`src/rtl/trace_pkg.sv`:
```
// Shared types and constants for commit_trace_tx and its record FIFO.
// Defining TRACE_CYCLE_EN adds a cycle-stamp field and one extra word per record.
package trace_pkg;

  typedef enum logic [2:0] {
    KIND_NOP   = 3'd0,
    KIND_REG   = 3'd1,
    KIND_LOAD  = 3'd2,
    KIND_STORE = 3'd3,
    KIND_HALT  = 3'd4
  } kind_e;

  localparam logic [2:0] ST_IDLE = 3'd0;
  localparam logic [2:0] ST_HDR  = 3'd1;
  localparam logic [2:0] ST_INUM = 3'd2;
  localparam logic [2:0] ST_PC   = 3'd3;
  localparam logic [2:0] ST_D0   = 3'd4;
  localparam logic [2:0] ST_D1   = 3'd5;
  localparam logic [2:0] ST_CYC  = 3'd6;

  localparam logic [2:0] WORDS_NOP   = 3'd3;
  localparam logic [2:0] WORDS_REG   = 3'd4;
  localparam logic [2:0] WORDS_LOAD  = 3'd5;
  localparam logic [2:0] WORDS_STORE = 3'd5;
  localparam logic [2:0] WORDS_HALT  = 3'd3;
`ifdef TRACE_CYCLE_EN
  localparam logic [2:0] EXTRA_WORDS = 3'd1;
`else
  localparam logic [2:0] EXTRA_WORDS = 3'd0;
`endif

  // d0/d1 already hold the kind-specific payload words in send order.
  typedef struct packed {
    kind_e       kind;
    logic [3:0]  wrReg;
    logic [15:0] inum;
    logic [15:0] pc;
    logic [15:0] d0;
    logic [15:0] d1;
`ifdef TRACE_CYCLE_EN
    logic [15:0] cyc;
`endif
  } record_t;

  function automatic kind_e classify(input logic regWrite, input logic memRead,
                                     input logic memWrite, input logic haltIn);
    if (regWrite && memRead) classify = KIND_LOAD;
    else if (regWrite)       classify = KIND_REG;
    else if (haltIn)         classify = KIND_HALT;
    else if (memWrite)       classify = KIND_STORE;
    else                     classify = KIND_NOP;
  endfunction

  function automatic logic [2:0] recordWords(input kind_e k);
    case (k)
      KIND_REG:   recordWords = WORDS_REG + EXTRA_WORDS;
      KIND_LOAD:  recordWords = WORDS_LOAD + EXTRA_WORDS;
      KIND_STORE: recordWords = WORDS_STORE + EXTRA_WORDS;
      KIND_HALT:  recordWords = WORDS_HALT + EXTRA_WORDS;
      default:    recordWords = WORDS_NOP + EXTRA_WORDS;
    endcase
  endfunction

  function automatic logic [2:0] wordPos(input logic [2:0] st);
    case (st)
      ST_HDR:  wordPos = 3'd0;
      ST_INUM: wordPos = 3'd1;
      ST_PC:   wordPos = 3'd2;
      ST_CYC:  wordPos = 3'd3;
      ST_D0:   wordPos = 3'd3 + EXTRA_WORDS;
      ST_D1:   wordPos = 3'd4 + EXTRA_WORDS;
      default: wordPos = 3'd0;
    endcase
  endfunction

endpackage

```
`src/rtl/trace_fifo.sv`:
```
// Record FIFO for commit_trace_tx; push while full is only legal together with pop.
module trace_fifo
  import trace_pkg::*;
#(
  parameter int DEPTH = 4
) (
  input  logic    clk,
  input  logic    rst_n,
  input  logic    push,
  input  record_t pushData,
  input  logic    pop,
  output record_t popData,
  output logic    full,
  output logic    empty
);
  localparam int AW = $clog2(DEPTH);
  localparam logic [AW:0] PTR_ONE = {{AW{1'b0}}, 1'b1};

  record_t    mem [DEPTH];
  logic [AW:0] wrPtr;
  logic [AW:0] rdPtr;

  assign empty   = (wrPtr == rdPtr);
  assign full    = (wrPtr[AW] != rdPtr[AW]) && (wrPtr[AW-1:0] == rdPtr[AW-1:0]);
  assign popData = mem[rdPtr[AW-1:0]];

  // Read/write pointers with a wrap bit to tell full from empty.
  always_ff @(posedge clk) begin
    if (!rst_n) begin
      wrPtr <= '0;
      rdPtr <= '0;
    end else begin
      if (push) wrPtr <= wrPtr + PTR_ONE;
      if (pop)  rdPtr <= rdPtr + PTR_ONE;
    end
  end

  // Storage array; contents are don't-care until written.
  always_ff @(posedge clk) begin
    if (push) mem[wrPtr[AW-1:0]] <= pushData;
  end

endmodule

```
`src/rtl/commit_trace_tx.sv`:
```
// Captures retired-instruction records and serializes them as 16-bit words.
// Optional macro TRACE_CYCLE_EN stamps each record with a free-running cycle count.
module commit_trace_tx
  import trace_pkg::*;
#(
  parameter int DEPTH = 4
) (
  input  logic        clk,
  input  logic        rst_n,
  input  logic        commit_valid,
  input  logic [15:0] pc,
  input  logic [15:0] inst,
  input  logic        reg_write,
  input  logic [3:0]  wr_reg,
  input  logic [15:0] wr_data,
  input  logic        mem_read,
  input  logic        mem_write,
  input  logic [15:0] mem_addr,
  input  logic [15:0] mem_data,
  input  logic        halt,
  output logic [15:0] tx_data,
  output logic        tx_valid,
  input  logic        tx_ready,
  output logic        tx_last,
  output logic        overflow,
  output logic [7:0]  drop_cnt,
  output logic        done
);
  logic [2:0]  stateR, nextState;
  record_t     curR, nextCur, newRec, fifoHead;
  logic [15:0] inumR;
  logic        haltSeenR, accept, xfer, lastXfer, serFree;
  logic        fifoFull, fifoEmpty, pushS, popS, directLoad, dropS;
  logic [15:0] instUnused;
`ifdef TRACE_CYCLE_EN
  logic [15:0] cycR;
`endif

  assign instUnused = inst;

  function automatic logic [2:0] advance(input logic [2:0] st);
    case (st)
      ST_HDR:  advance = ST_INUM;
      ST_INUM: advance = ST_PC;
      ST_PC:   advance = (EXTRA_WORDS != 3'd0) ? ST_CYC : ST_D0;
      ST_CYC:  advance = ST_D0;
      ST_D0:   advance = ST_D1;
      default: advance = ST_IDLE;
    endcase
  endfunction

  function automatic logic [15:0] wordFor(input logic [2:0] st, input record_t r);
    case (st)
      ST_HDR:  wordFor = {r.kind, r.wrReg, 9'd0};
      ST_INUM: wordFor = r.inum;
      ST_PC:   wordFor = r.pc;
`ifdef TRACE_CYCLE_EN
      ST_CYC:  wordFor = r.cyc;
`endif
      ST_D0:   wordFor = r.d0;
      ST_D1:   wordFor = r.d1;
      default: wordFor = 16'd0;
    endcase
  endfunction

  function automatic logic lastFor(input logic [2:0] st, input kind_e k);
    lastFor = (st != ST_IDLE) && ((wordPos(st) + 3'd1) == recordWords(k));
  endfunction

  // Build the record for this cycle's commit inputs.
  always_comb begin
    newRec      = '0;
    newRec.kind = classify(reg_write, mem_read, mem_write, halt);
    newRec.inum = inumR;
    newRec.pc   = pc;
    case (newRec.kind)
      KIND_REG: begin
        newRec.wrReg = wr_reg;
        newRec.d0    = wr_data;
      end
      KIND_LOAD: begin
        newRec.wrReg = wr_reg;
        newRec.d0    = wr_data;
        newRec.d1    = mem_addr;
      end
      KIND_STORE: begin
        newRec.d0 = mem_addr;
        newRec.d1 = mem_data;
      end
      default: newRec.d0 = 16'd0;
    endcase
`ifdef TRACE_CYCLE_EN
    newRec.cyc = cycR;
`endif
  end

  // A record finishing this cycle frees the serializer, so a full FIFO can still pop-and-push.
  always_comb begin
    xfer       = tx_valid & tx_ready;
    lastXfer   = xfer & tx_last;
    serFree    = (stateR == ST_IDLE) | lastXfer;
    accept     = commit_valid & ~haltSeenR;
    popS       = serFree & ~fifoEmpty;
    directLoad = accept & serFree & fifoEmpty;
    pushS      = accept & ~directLoad & (~fifoFull | popS);
    dropS      = accept & ~directLoad & fifoFull & ~popS;
    if (popS) begin
      nextCur   = fifoHead;
      nextState = ST_HDR;
    end else if (directLoad) begin
      nextCur   = newRec;
      nextState = ST_HDR;
    end else if (serFree) begin
      nextCur   = curR;
      nextState = ST_IDLE;
    end else if (xfer) begin
      nextCur   = curR;
      nextState = advance(stateR);
    end else begin
      nextCur   = curR;
      nextState = stateR;
    end
  end

  trace_fifo #(.DEPTH(DEPTH)) uFifo (
    .clk      (clk),
    .rst_n    (rst_n),
    .push     (pushS),
    .pushData (newRec),
    .pop      (popS),
    .popData  (fifoHead),
    .full     (fifoFull),
    .empty    (fifoEmpty)
  );

  // Serializer state, registered word outputs and status counters.
  always_ff @(posedge clk) begin
    if (!rst_n) begin
      stateR    <= ST_IDLE;
      curR      <= '0;
      tx_valid  <= 1'b0;
      tx_data   <= 16'd0;
      tx_last   <= 1'b0;
      inumR     <= 16'd0;
      haltSeenR <= 1'b0;
      overflow  <= 1'b0;
      drop_cnt  <= 8'd0;
      done      <= 1'b0;
    end else begin
      stateR   <= nextState;
      curR     <= nextCur;
      tx_valid <= (nextState != ST_IDLE);
      tx_data  <= wordFor(nextState, nextCur);
      tx_last  <= lastFor(nextState, nextCur.kind);
      if (accept) inumR <= inumR + 16'd1;
      if (accept && (newRec.kind == KIND_HALT)) haltSeenR <= 1'b1;
      if (dropS) begin
        overflow <= 1'b1;
        if (drop_cnt != 8'hFF) drop_cnt <= drop_cnt + 8'd1;
      end
      if (lastXfer && (curR.kind == KIND_HALT)) done <= 1'b1;
    end
  end

`ifdef TRACE_CYCLE_EN
  // Free-running cycle stamp.
  always_ff @(posedge clk) begin
    if (!rst_n) cycR <= 16'd0;
    else        cycR <= cycR + 16'd1;
  end
`endif

endmodule
```
`config.mk`:
```
export PLATFORM = sky130hd
export DESIGN_NAME = commit_trace_tx
export DESIGN_NICKNAME = d
export VERILOG_FILES = /design/src/rtl/trace_pkg.sv /design/src/rtl/trace_fifo.sv /design/src/rtl/commit_trace_tx.sv
export SDC_FILE = /design/constraint.sdc
export NUM_CORES = 1
export LEC_CHECK = 0
export ABC_AREA = 1
export CAP_MARGIN = 0
export CELL_PAD_IN_SITES_DETAIL_PLACEMENT = 0
export CELL_PAD_IN_SITES_GLOBAL_PLACEMENT = 2
export CORE_ASPECT_RATIO = 1.75
export CORE_MARGIN = 2
export CORE_UTILIZATION = 35
export DETAILED_ROUTE_END_ITERATION = 12
export PLACE_DENSITY_LB_ADDON = 0.15
export RECOVER_POWER = 50
export REMOVE_ABC_BUFFERS = 1
export SLEW_MARGIN = 20
export SYNTH_ARGS = -nofsm -noshare
export SYNTH_HDL_FRONTEND = slang
export SYNTH_SLANG_ARGS = --single-unit
```
`constraint.sdc`:
```
create_clock -name clk -period 5.34 [get_ports clk]
set_input_delay 0.534 -clock clk [delete_from_list [all_inputs] [get_ports clk]]
set_output_delay 0.534 -clock clk [all_outputs]
set_load 0.02 [all_outputs]
```
==> run_results.csv, run 1 <==
group,metric,value,unit
cts,htree_levels,2,
sta,worst_pin_slew,1.708,ns
cts,cts_root_buffer,"clkbuf_16",
detailed_routing,ant_nets,0,
detailed_routing,drtIter0Drc,776,
power_and_ir_drop,powerDensity,504.8,nW/um2
worst_setup_path,arrival,4.39,ns
cts,cts_resized,0,
detailed_routing,vias_per_cell,5.045,
synthesis,ys_async_sr_fraction,0,
layout,finalNonFillerCells,2525,
grt,grt_pass1_vias,12510,
worst_setup_path,crit_fanout,42,
cts,cts_max_path_buffers,3,
placed_design,place_area,19170,um2
layout,layout-drive-gt1-share,0.07131,
worst_setup_path,r2r-end,"tx_data[13]$_SDFF_PN0_",
floorplanning,die_w,172.6,um
sta,slew_headroom,-0.1387,
synthesis,syn_avg_cell_area,9.913,um2
sta,post-route-period-util,0.7465,
detailed_routing,drc,0,
cts,cts_buffers,40,
layout,final_area,20480,um2
detailed_routing,dr.pass1.iters,5,
min_path,min_path_type,"register to register",
cts,cts_tree,"built",
grt,grt_max_degree,177,
synthesis,yosys_warnings,0,
worst_setup_path,crit_path_end_kind,"register",
grt,grt_usage,0.1936,
synthesis,synth-seq-cells,411,
worst_setup_path,reg2reg_depth,10,
placed_design,gp_congestion,0.7225,
worst_setup_path,worstSetupPathType,"register to register",
placed_design,hpwlAfterDp,29340,um
cts,cts.sink_count,411,
min_path,min_to,"overflow$_SDFFE_PN0P_",
min_path,hold_depth,2,
layout,area_growth,17.59,%
power_and_ir_drop,vdd_drop_max,0.3101,mV
detailed_routing,routed_wl,50420,um
grt,antenna_found_initial,1,
min_path,min_from,"overflow$_SDFFE_PN0P_",
layout,finalNetCount,1934,
placed_design,place_inst,2452,
placed_design,port_buffers,103,
synthesis,ys_seq_area_frac,0.6356,
synthesis,yosys.cell_types.count,47,
worst_setup_path,worstSetupStartpointType,"register",
power_and_ir_drop,p_leak,0.007967,uW
worst_setup_path,r2r-start,"uFifo.rdPtr[0]$_SDFFE_PN0N_",
floorplanning,top_level_ports,120,
placed_design,post-place-ws,1.408,ns
grt,grt-ovfl-total,0,
cts,postCtsSetupBuffers,0,
layout,diodes,0,
synthesis,synth_edf_count,284,
floorplanning,core_area,49320,um2
cts,clkLatencyLatePin,0.55,ns
cts,clk_pin_slew,0.06,ns
synthesis,syn_inst,1757,
sta,period_needed,3.986,ns
sta,fin_ws,1.354,ns
sta,max_freq,250.9,MHz
sta,fin_worst_skew,0.02493,ns
detailed_routing,vias,12740,
sta,fin_tns_setup,0,ns
sta,report.final.slew_viol_count,30,
sta,setup-violations-final,0,
synthesis,synth_ff_type,"edfxtp_1",
floorplanning,die_h,299.1,um
worst_setup_path,r2r_slack,1.35,ns
run,drv_cap,1,
synthesis,syn_area,17420,um2
sta,rsz0062_at_grt,"false",
detailed_routing,wl_per_cell,19.97,um
sta,finalHoldViolations,0,
floorplanning,die_area,51640,um2
outcome,violations,"max-capacitance violations, max-slew violations",
floorplanning,num_rows,108,
outcome,status,"complete, but fails checks",
cts,holdBufCountCts,0,
floorplanning,start_util,0.3531,
grt,grt_pass1_wl,76290,um
worst_setup_path,required,5.74,ns
[power breakdown]
part / leakage (uW) / internal, uW / total [uW] / switching, uW
clock network: 0.000665 / 1730 / 2940 / 1210
registers: 0.00368 / 3860 / 3980 / 112
logic: 0.00362 / 1030 / 3420 / 2400
[cell usage in the layout, fill, tap and decap left out, types with 4 or more instances in the layout]
cell	n
nand2_1	356
edfxtp_1	284
nor2_1	167
inv_1	140
o21ai_0	136
dfxtp_1	126
nand3_1	121
a21oi_1	116
clkdlybuf4s50_1	57
dlygate4sd3_1	46
clkbuf_16	42
o211ai_1	34
a22oi_1	34
o22ai_1	26
nor3_1	17
buf_4	14
clkbuf_1	13
or2_2	12
o22a_1	10
inv_2	10
clkinv_2	8
ha_1	8
clkbuf_8	7
buf_12	7
and2_1	6
nor2_4	6
or2_1	5
o21ai_1	5
nand4_1	5
a21boi_0	5
bufinv_16	4
[routing by layer]
layer	track usage	share of wire
met5	0	0
met4	0.05108	0.019
met3	0.02334	0.036
met2	0.3568	0.52
met1	0.2385	0.42
[cell usage after synthesis, drive strengths merged (18+ instances only)]
cell / n / share of area
buf: 42 / 0.014
a22oi: 34 / 0.015
inv: 151 / 0.033
dfxtp: 127 / 0.15
o211ai: 34 / 0.015
a21oi: 117 / 0.034
clkbuf: 53 / 0.011
nor2: 176 / 0.040
nor3: 21 / 0.0075
edfxtp: 284 / 0.49
or2: 18 / 0.0065
nand3: 125 / 0.038
nand2: 360 / 0.079
o22ai: 26 / 0.0093
o21ai: 141 / 0.041
[stage by stage]
stage	utilization	hold WS (ns)	total power [uW]
finish	0.4153	0.4528	10340
global placement	0.3886	0.4445	7522
global route	0.4153	0.4826	11010
floorplan	-	0.4434	6256
detailed placement	0.3886	0.4463	7563
CTS	0.4164	0.4589	10540
[worst max-delay path by stage]
stage	from	to	slack [ns]	cells after the start
finish	uFifo.rdPtr[0]$_SDFFE_PN0N_	tx_data[13]$_SDFF_PN0_	1.35	10
CTS	tx_ready	uFifo.mem[1][45]$_DFFE_PP_	1.97	9
detailed placement	tx_ready	uFifo.mem[1][8]$_DFFE_PP_	1.41	9
global placement	tx_ready	uFifo.mem[1][8]$_DFFE_PP_	1.41	9
floorplan	register	tx_last$_SDFF_PN0_	-0.14	11
global route	uFifo.rdPtr[0]$_SDFFE_PN0N_	tx_data[6]$_SDFF_PN0_	0.98	10
[flip-flops by register name, indices dropped and copies added, names as in the netlist, named ones only]
register     count
curR            71
done             1
drop_cnt         8
haltSeenR        1
inumR           16
overflow         1
stateR           3
tx_data         16
tx_last          1
tx_valid         1
uFifo.mem      284
uFifo.rdPtr      3
uFifo.wrPtr      3
[layout make-up]
cell class,instances,area (um2)
clock inverters,16,195.2
inverters,153,578.1
multi-input cells,1098,5331
well taps,660,825.8
fillers,4821,28840
clock buffers,57,1177
flip-flops and latches,411,11070
repair buffers,130,1300
[critical path: stages, from the launching register on]
cell and delay, ns:
dfxtp_1 0.42, xnor2_1 0.17, nand3_1 0.23, nand2_1 0.99, clkbuf_2 1.14, o211ai_1 0.25, nand2_1 0.12, nand2_1 0.09
nand2_1 0.13, nor2_1 0.06, nor2_1 0.24
[kinds of logic (layout without fill, tap and decap cells)]
logic type / after synthesis / in the layout / share of synthesized area
xor+xnor: 3 / 3 / 0.001940
simple gates: 715 / 715 / 0.1762
compound gates: 372 / 372 / 0.1225
flops: 411 / 411 / 0.6356
buf+inv: 248 / 356 / 0.05804
fa+ha+maj: 8 / 8 / 0.005747
(Power assumes the default switching activity.)
==> run 2: changes to the inputs <==
Settings changed: CORE_UTILIZATION 35 to 34.
Clock period 5.34 ns to 3.45 ns, I/O delays scaled along.
==> run_results.csv, run 2 (synthesized netlist as in run 1, its figures left out) <==
group,metric,value,unit
outcome,status,"finished, final reports clean",
floorplanning,start_util,0.3442,
sta,period_needed,2.832,ns
power_and_ir_drop,powerDensity,777.7,nW/um2
cts,htree_levels,2,
layout,final_area,20580,um2
sta,report.final.slew_viol_count,0,
run,drv_cap,0,
layout,area_growth,18.17,%
worst_setup_path,crit_top_cell,"nand2_1",
layout,final_common_cell,"nand2_1",
sta,worst_pin_slew,0.9183,ns
grt,grt_max_degree,177,
worst_setup_path,reg2reg_depth,9,
worst_setup_path,worstSetupPathType,"register to register",
cts,cts_tree,"built",
placed_design,place_area,19330,um2
power_and_ir_drop,vdd_drop_max,0.4340,mV
detailed_routing,drc,0,
sta,finalHoldViolations,0,
sta,max_freq,353.2,MHz
sta,whs,0.4468,ns
power_and_ir_drop,p_leak,0.008024,uW
detailed_routing,vias_per_cell,5.006,
min_path,min_path_type,"register to register",
sta,slew_headroom,0.3878,
detailed_routing,dr.pass1.iters,5,
power_and_ir_drop,pwr-share-comb,0.337,
detailed_routing,ant_nets,0,
power_and_ir_drop,switching_share,0.3623,
sta,setup-violations-final,0,
worst_setup_path,crit_path_end_kind,"register",
layout,layout-drive-gt1-share,0.07504,
floorplanning,num_rows,109,
worst_setup_path,worstSetupStartpointType,"register",
worst_setup_path,slowest_delay,0.46,ns
worst_setup_path,arrival,3.01,ns
placed_design,post-place-ws,0.5558,ns
grt,antenna_found_initial,0,
worst_setup_path,crit_chain,"nor2_2 > nand2_1 > nand2_1 > nand2_1 > nor2_4 > inv_1 > nand3_1 > nor2_4 > buf_12",
cts,clkLatencyLatePin,0.56,ns
detailed_routing,routed_wl,50260,um
layout,fin_util,0.4068,
placed_design,hpwlAfterDp,29500,um
sta,fin_worst_skew,0.02390,ns
grt,grt-ovfl-total,0,
layout,finalNetCount,1947,
floorplanning,die_h,303.4,um
cts,cts.sink_count,411,
grt,grt_pass1_wl,77160,um
sta,rsz0062_at_grt,"false",
cts,holdBufCountCts,0,
placed_design,gp_congestion,0.7288,
sta,fin_tns_setup,0,ns
detailed_routing,wl_per_cell,19.75,um
grt,grt_pass1_vias,12930,
placed_design,port_buffers,103,
layout,largest_reg_flops,284,
power_and_ir_drop,p_int,10210,uW
sta,fin_ws,0.6185,ns
cts,postCtsSetupBuffers,0,
cts,cts_resized,0,
detailed_routing,vias,12740,
floorplanning,core_area,50600,um2
floorplanning,die_area,53130,um2
sta,post-route-period-util,0.8207,
power_and_ir_drop,seqPwrFrac,0.385,
cts,cts_root_buffer,"clkbuf_16",
worst_setup_path,required,3.63,ns
detailed_routing,drtIter0Drc,860,
layout,final_cell_mix,"nand2_1, edfxtp_1, nor2_1",
cts,cts_buffers,40,
grt,grt_usage,0.1916,
floorplanning,die_w,175.1,um
cts,clk_pin_slew,0.07,ns
worst_setup_path,crit_fanout,71,
power_and_ir_drop,power.share.clock,0.278,
power_and_ir_drop,switchingPower,5799,uW
min_path,hold_depth,2,
cts,cts_max_path_buffers,3,
worst_setup_path,slowest_stage,"buf_12",
floorplanning,top_level_ports,120,
layout,diodes,0,
-- run 2: power by group through the flow --
stage	clock network, uW	logic (uW)	registers, uW
detailed placement	0	5520	6270
finish	4450	5390	6160
CTS	4580	5550	6170
global placement	0	5490	6260
global route	4730	6100	6220
floorplan	0	3230	6450
-- run 2: per-stage QoR --
stage               total power [uW]  instances
floorplan                       9683       1662
global placement               11750       2471
detailed placement             11800       2471
CTS                            16300       2545
global route                   17040       2545
finish                         16010       2545
-- run 2: worst paths after layout --
check | start | to | slack [ns]
worst max-delay path | stateR[1]$_SDFF_PN0_ | uFifo.mem[1][44]$_DFFE_PP_ | 0.62
worst max register to register | stateR[1]$_SDFF_PN0_ | uFifo.mem[1][44]$_DFFE_PP_ | 0.62
worst min-delay path | overflow$_SDFFE_PN0P_ | overflow$_SDFFE_PN0P_ | 0.45
worst min register to register | overflow$_SDFFE_PN0P_ | overflow$_SDFFE_PN0P_ | 0.45
-- run 2: worst max-delay path, delay by kind of cell (launching register included) --
family / cells / cell delay [ns]
simple gates: 7 / 1.45
buf+inv: 2 / 0.55
flops: 1 / 0.41
-- run 2: routing by layer --
layer | share of wire | track usage
met3 | 0.037 | 0.02124
met5 | 0 | 0
met1 | 0.43 | 0.2407
met4 | 0.025 | 0.05714
met2 | 0.51 | 0.3464
-- run 2: layout make-up --
class | instances | area (um2)
clock buffers | 54 | 1135
clock inverters | 20 | 186.4
fillers | 4937 | 30010
inverters | 153 | 578.1
multi-input cells | 1098 | 5318
flip-flops and latches | 411 | 11070
well taps | 666 | 833.3
repair buffers | 143 | 1459
==> run 3: changes to the inputs <==
Clock period 3.45 ns to 2.3 ns, I/O delays scaled along.
==> run_results.csv, run 3 (synthesized netlist as in run 1, its figures left out) <==
group,metric,value,unit
outcome,status,"finished, final reports clean",
cts,clk_pin_slew,0.07,ns
worst_setup_path,worst-path-buf-inv,2,
worst_setup_path,crit_path_end_kind,"register",
detailed_routing,drtIter0Drc,797,
worst_setup_path,slowest_delay,0.36,ns
cts,cts_buffers,41,
grt,grt_pass1_vias,13200,
worst_setup_path,worstSetupPathType,"register to register",
floorplanning,die_h,303.4,um
placed_design,port_buffers,103,
sta,max_freq,462.9,MHz
placed_design,post-place-ws,-0.1951,ns
cts,htree_levels,2,
cts,cts.sink_count,411,
detailed_routing,ant_nets,0,
sta,post-route-period-util,0.9393,
cts,cts_tree,"built",
worst_setup_path,required,2.72,ns
sta,slew_headroom,0.4889,
placed_design,hpwlAfterDp,33990,um
detailed_routing,vias_per_cell,4.905,
floorplanning,die_w,175.1,um
placed_design,place_area,20710,um2
grt,grt-ovfl-total,0,
worst_setup_path,cp_top_family,"simple AND/OR/NAND/NOR gates",
sta,fin_worst_skew,0.01267,ns
floorplanning,start_util,0.3442,
sta,fin_ws,0.1396,ns
sta,worst_pin_slew,0.7666,ns
floorplanning,num_rows,109,
cts,clkLatencyLatePin,0.55,ns
detailed_routing,routed_wl,52290,um
layout,final_area,22190,um2
layout,largest_reg_flops,284,
floorplanning,top_level_ports,120,
layout,diodes,0,
power_and_ir_drop,p_leak,0.008795,uW
layout,final_common_cell,"nand2_1",
grt,antenna_found_initial,0,
worst_setup_path,crit_chain,"xnor2_2 > nand3_4 > nand2_8 > buf_4 > nand2_2 > buf_12 > or2_2 > nand3_1 > nand2_1 > nor2_1 > nor2_1",
worst_setup_path,crit_fanout,15,
grt,grt_max_degree,99,
worst_setup_path,crit_top_cell,"nor2_1",
placed_design,gp_congestion,0.7370,
sta,whs,0.3268,ns
sta,report.final.slew_viol_count,0,
layout,fin_util,0.4385,
detailed_routing,dr.pass1.iters,5,
floorplanning,core_area,50600,um2
sta,finalHoldViolations,0,
grt,grt_usage,0.1969,
power_and_ir_drop,powerDensity,1173,nW/um2
sta,setup-violations-final,0,
detailed_routing,drc,0,
cts,cts_root_buffer,"clkbuf_16",
floorplanning,die_area,53130,um2
layout,finalNetCount,2093,
sta,period_needed,2.160,ns
layout,final_cell_mix,"nand2_1, edfxtp_1, nor2_1",
sta,fin_tns_setup,0,ns
worst_setup_path,arrival,2.58,ns
worst_setup_path,slowest_stage,"dfxtp_1",
grt,grt_pass1_wl,79330,um
min_path,min_path_type,"input pin to register",
layout,layout-drive-gt1-share,0.1451,
run,drv_cap,0,
sta,rsz0062_at_grt,"false",
detailed_routing,vias,13200,
cts,cts_max_path_buffers,3,
detailed_routing,wl_per_cell,19.42,um
worst_setup_path,worstSetupStartpointType,"register",
power_and_ir_drop,vdd_drop_max,0.5971,mV
layout,area_growth,27.39,%
==> run 3: changes by cell type in the layout (fill, tap and decap cells not counted), sizes merged <==
cell / previous run / this run
clkbuf: 60 / 68
clkdlybuf4s50: 57 / 86
clkinvlp: 3 / 2
inv: 152 / 151
buf: 34 / 171
dlygate4sd3: 46 / 17
bufinv: 3 / 7
==> run 3: path summary, 6_finish.rpt <==
| path | slack [ns] | endpoint | start | cells after the start |
|---|---|---|---|---|
| setup reg to reg | 0.14 | tx_data[1]$_SDFF_PN0_ | uFifo.wrPtr[0]$_SDFFE_PN0P_ | 11 |
| hold reg to reg | 0.45 | overflow$_SDFFE_PN0P_ | overflow$_SDFFE_PN0P_ | 2 |
| setup / recovery | 0.14 | tx_data[1]$_SDFF_PN0_ | uFifo.wrPtr[0]$_SDFFE_PN0P_ | 11 |
| hold / removal | 0.33 | haltSeenR$_SDFFE_PN0P_ | commit_valid | 3 |
==> run 3: layout make-up <==
type,count,area (um2)
Multi-Input combinational cell,1098,5378
Clock inverter,22,292.8
Sequential cell,411,11080
Inverter,153,578.1
Fill cell,4819,28410
Clock buffer,54,1137
Tap cell,666,833.3
Timing Repair Buffer,288,2894
==> run 3: stage by stage <==
stage          instances  total power, uW
2_1_floorplan       1662            14520
3_3_place_gp        2610            18940
3_5_place_dp        2610            19030
4_1_cts             2686            26250
5_1_grt             2692            27620
6_report            2692            26030
==> run 3: report_power, final <==
group | internal (uW) | total (uW) | switching (uW) | leakage [uW]
sequential | 8970 | 9250 | 285 | 0.00368
combinational | 3760 | 9630 | 5860 | 0.00442
clock | 4290 | 7160 | 2870 | 0.000697
total | 17000 | 26000 | 9020 | 0.00879
==> run 3: what timing repair did <==
| item | 4_1_cts | 5_1_grt |
|---|---|---|
| setup endpoints to repair | 0 | 9 |
| buffers inserted | 0 | 7 |
| resized for setup | 0 | 5 |
| hold buffers | 0 | 0 |
==> run 3: layer usage <==
metal | global-route usage | part of all wire
met2 | 0.3665 | 0.53
met1 | 0.2400 | 0.42
met4 | 0.05317 | 0.022
met5 | 0 | 0
met3 | 0.02299 | 0.034
==> run 3: worst reg2reg max path, cell delays in order (launching register included) <==
cell,delay [ns]
dfxtp_1,0.36
xnor2_2,0.26
nand3_4,0.17
nand2_8,0.17
buf_4,0.13
nand2_2,0.05
buf_12,0.15
or2_2,0.29
nand3_1,0.13
nand2_1,0.12
nor2_1,0.17
nor2_1,0.05
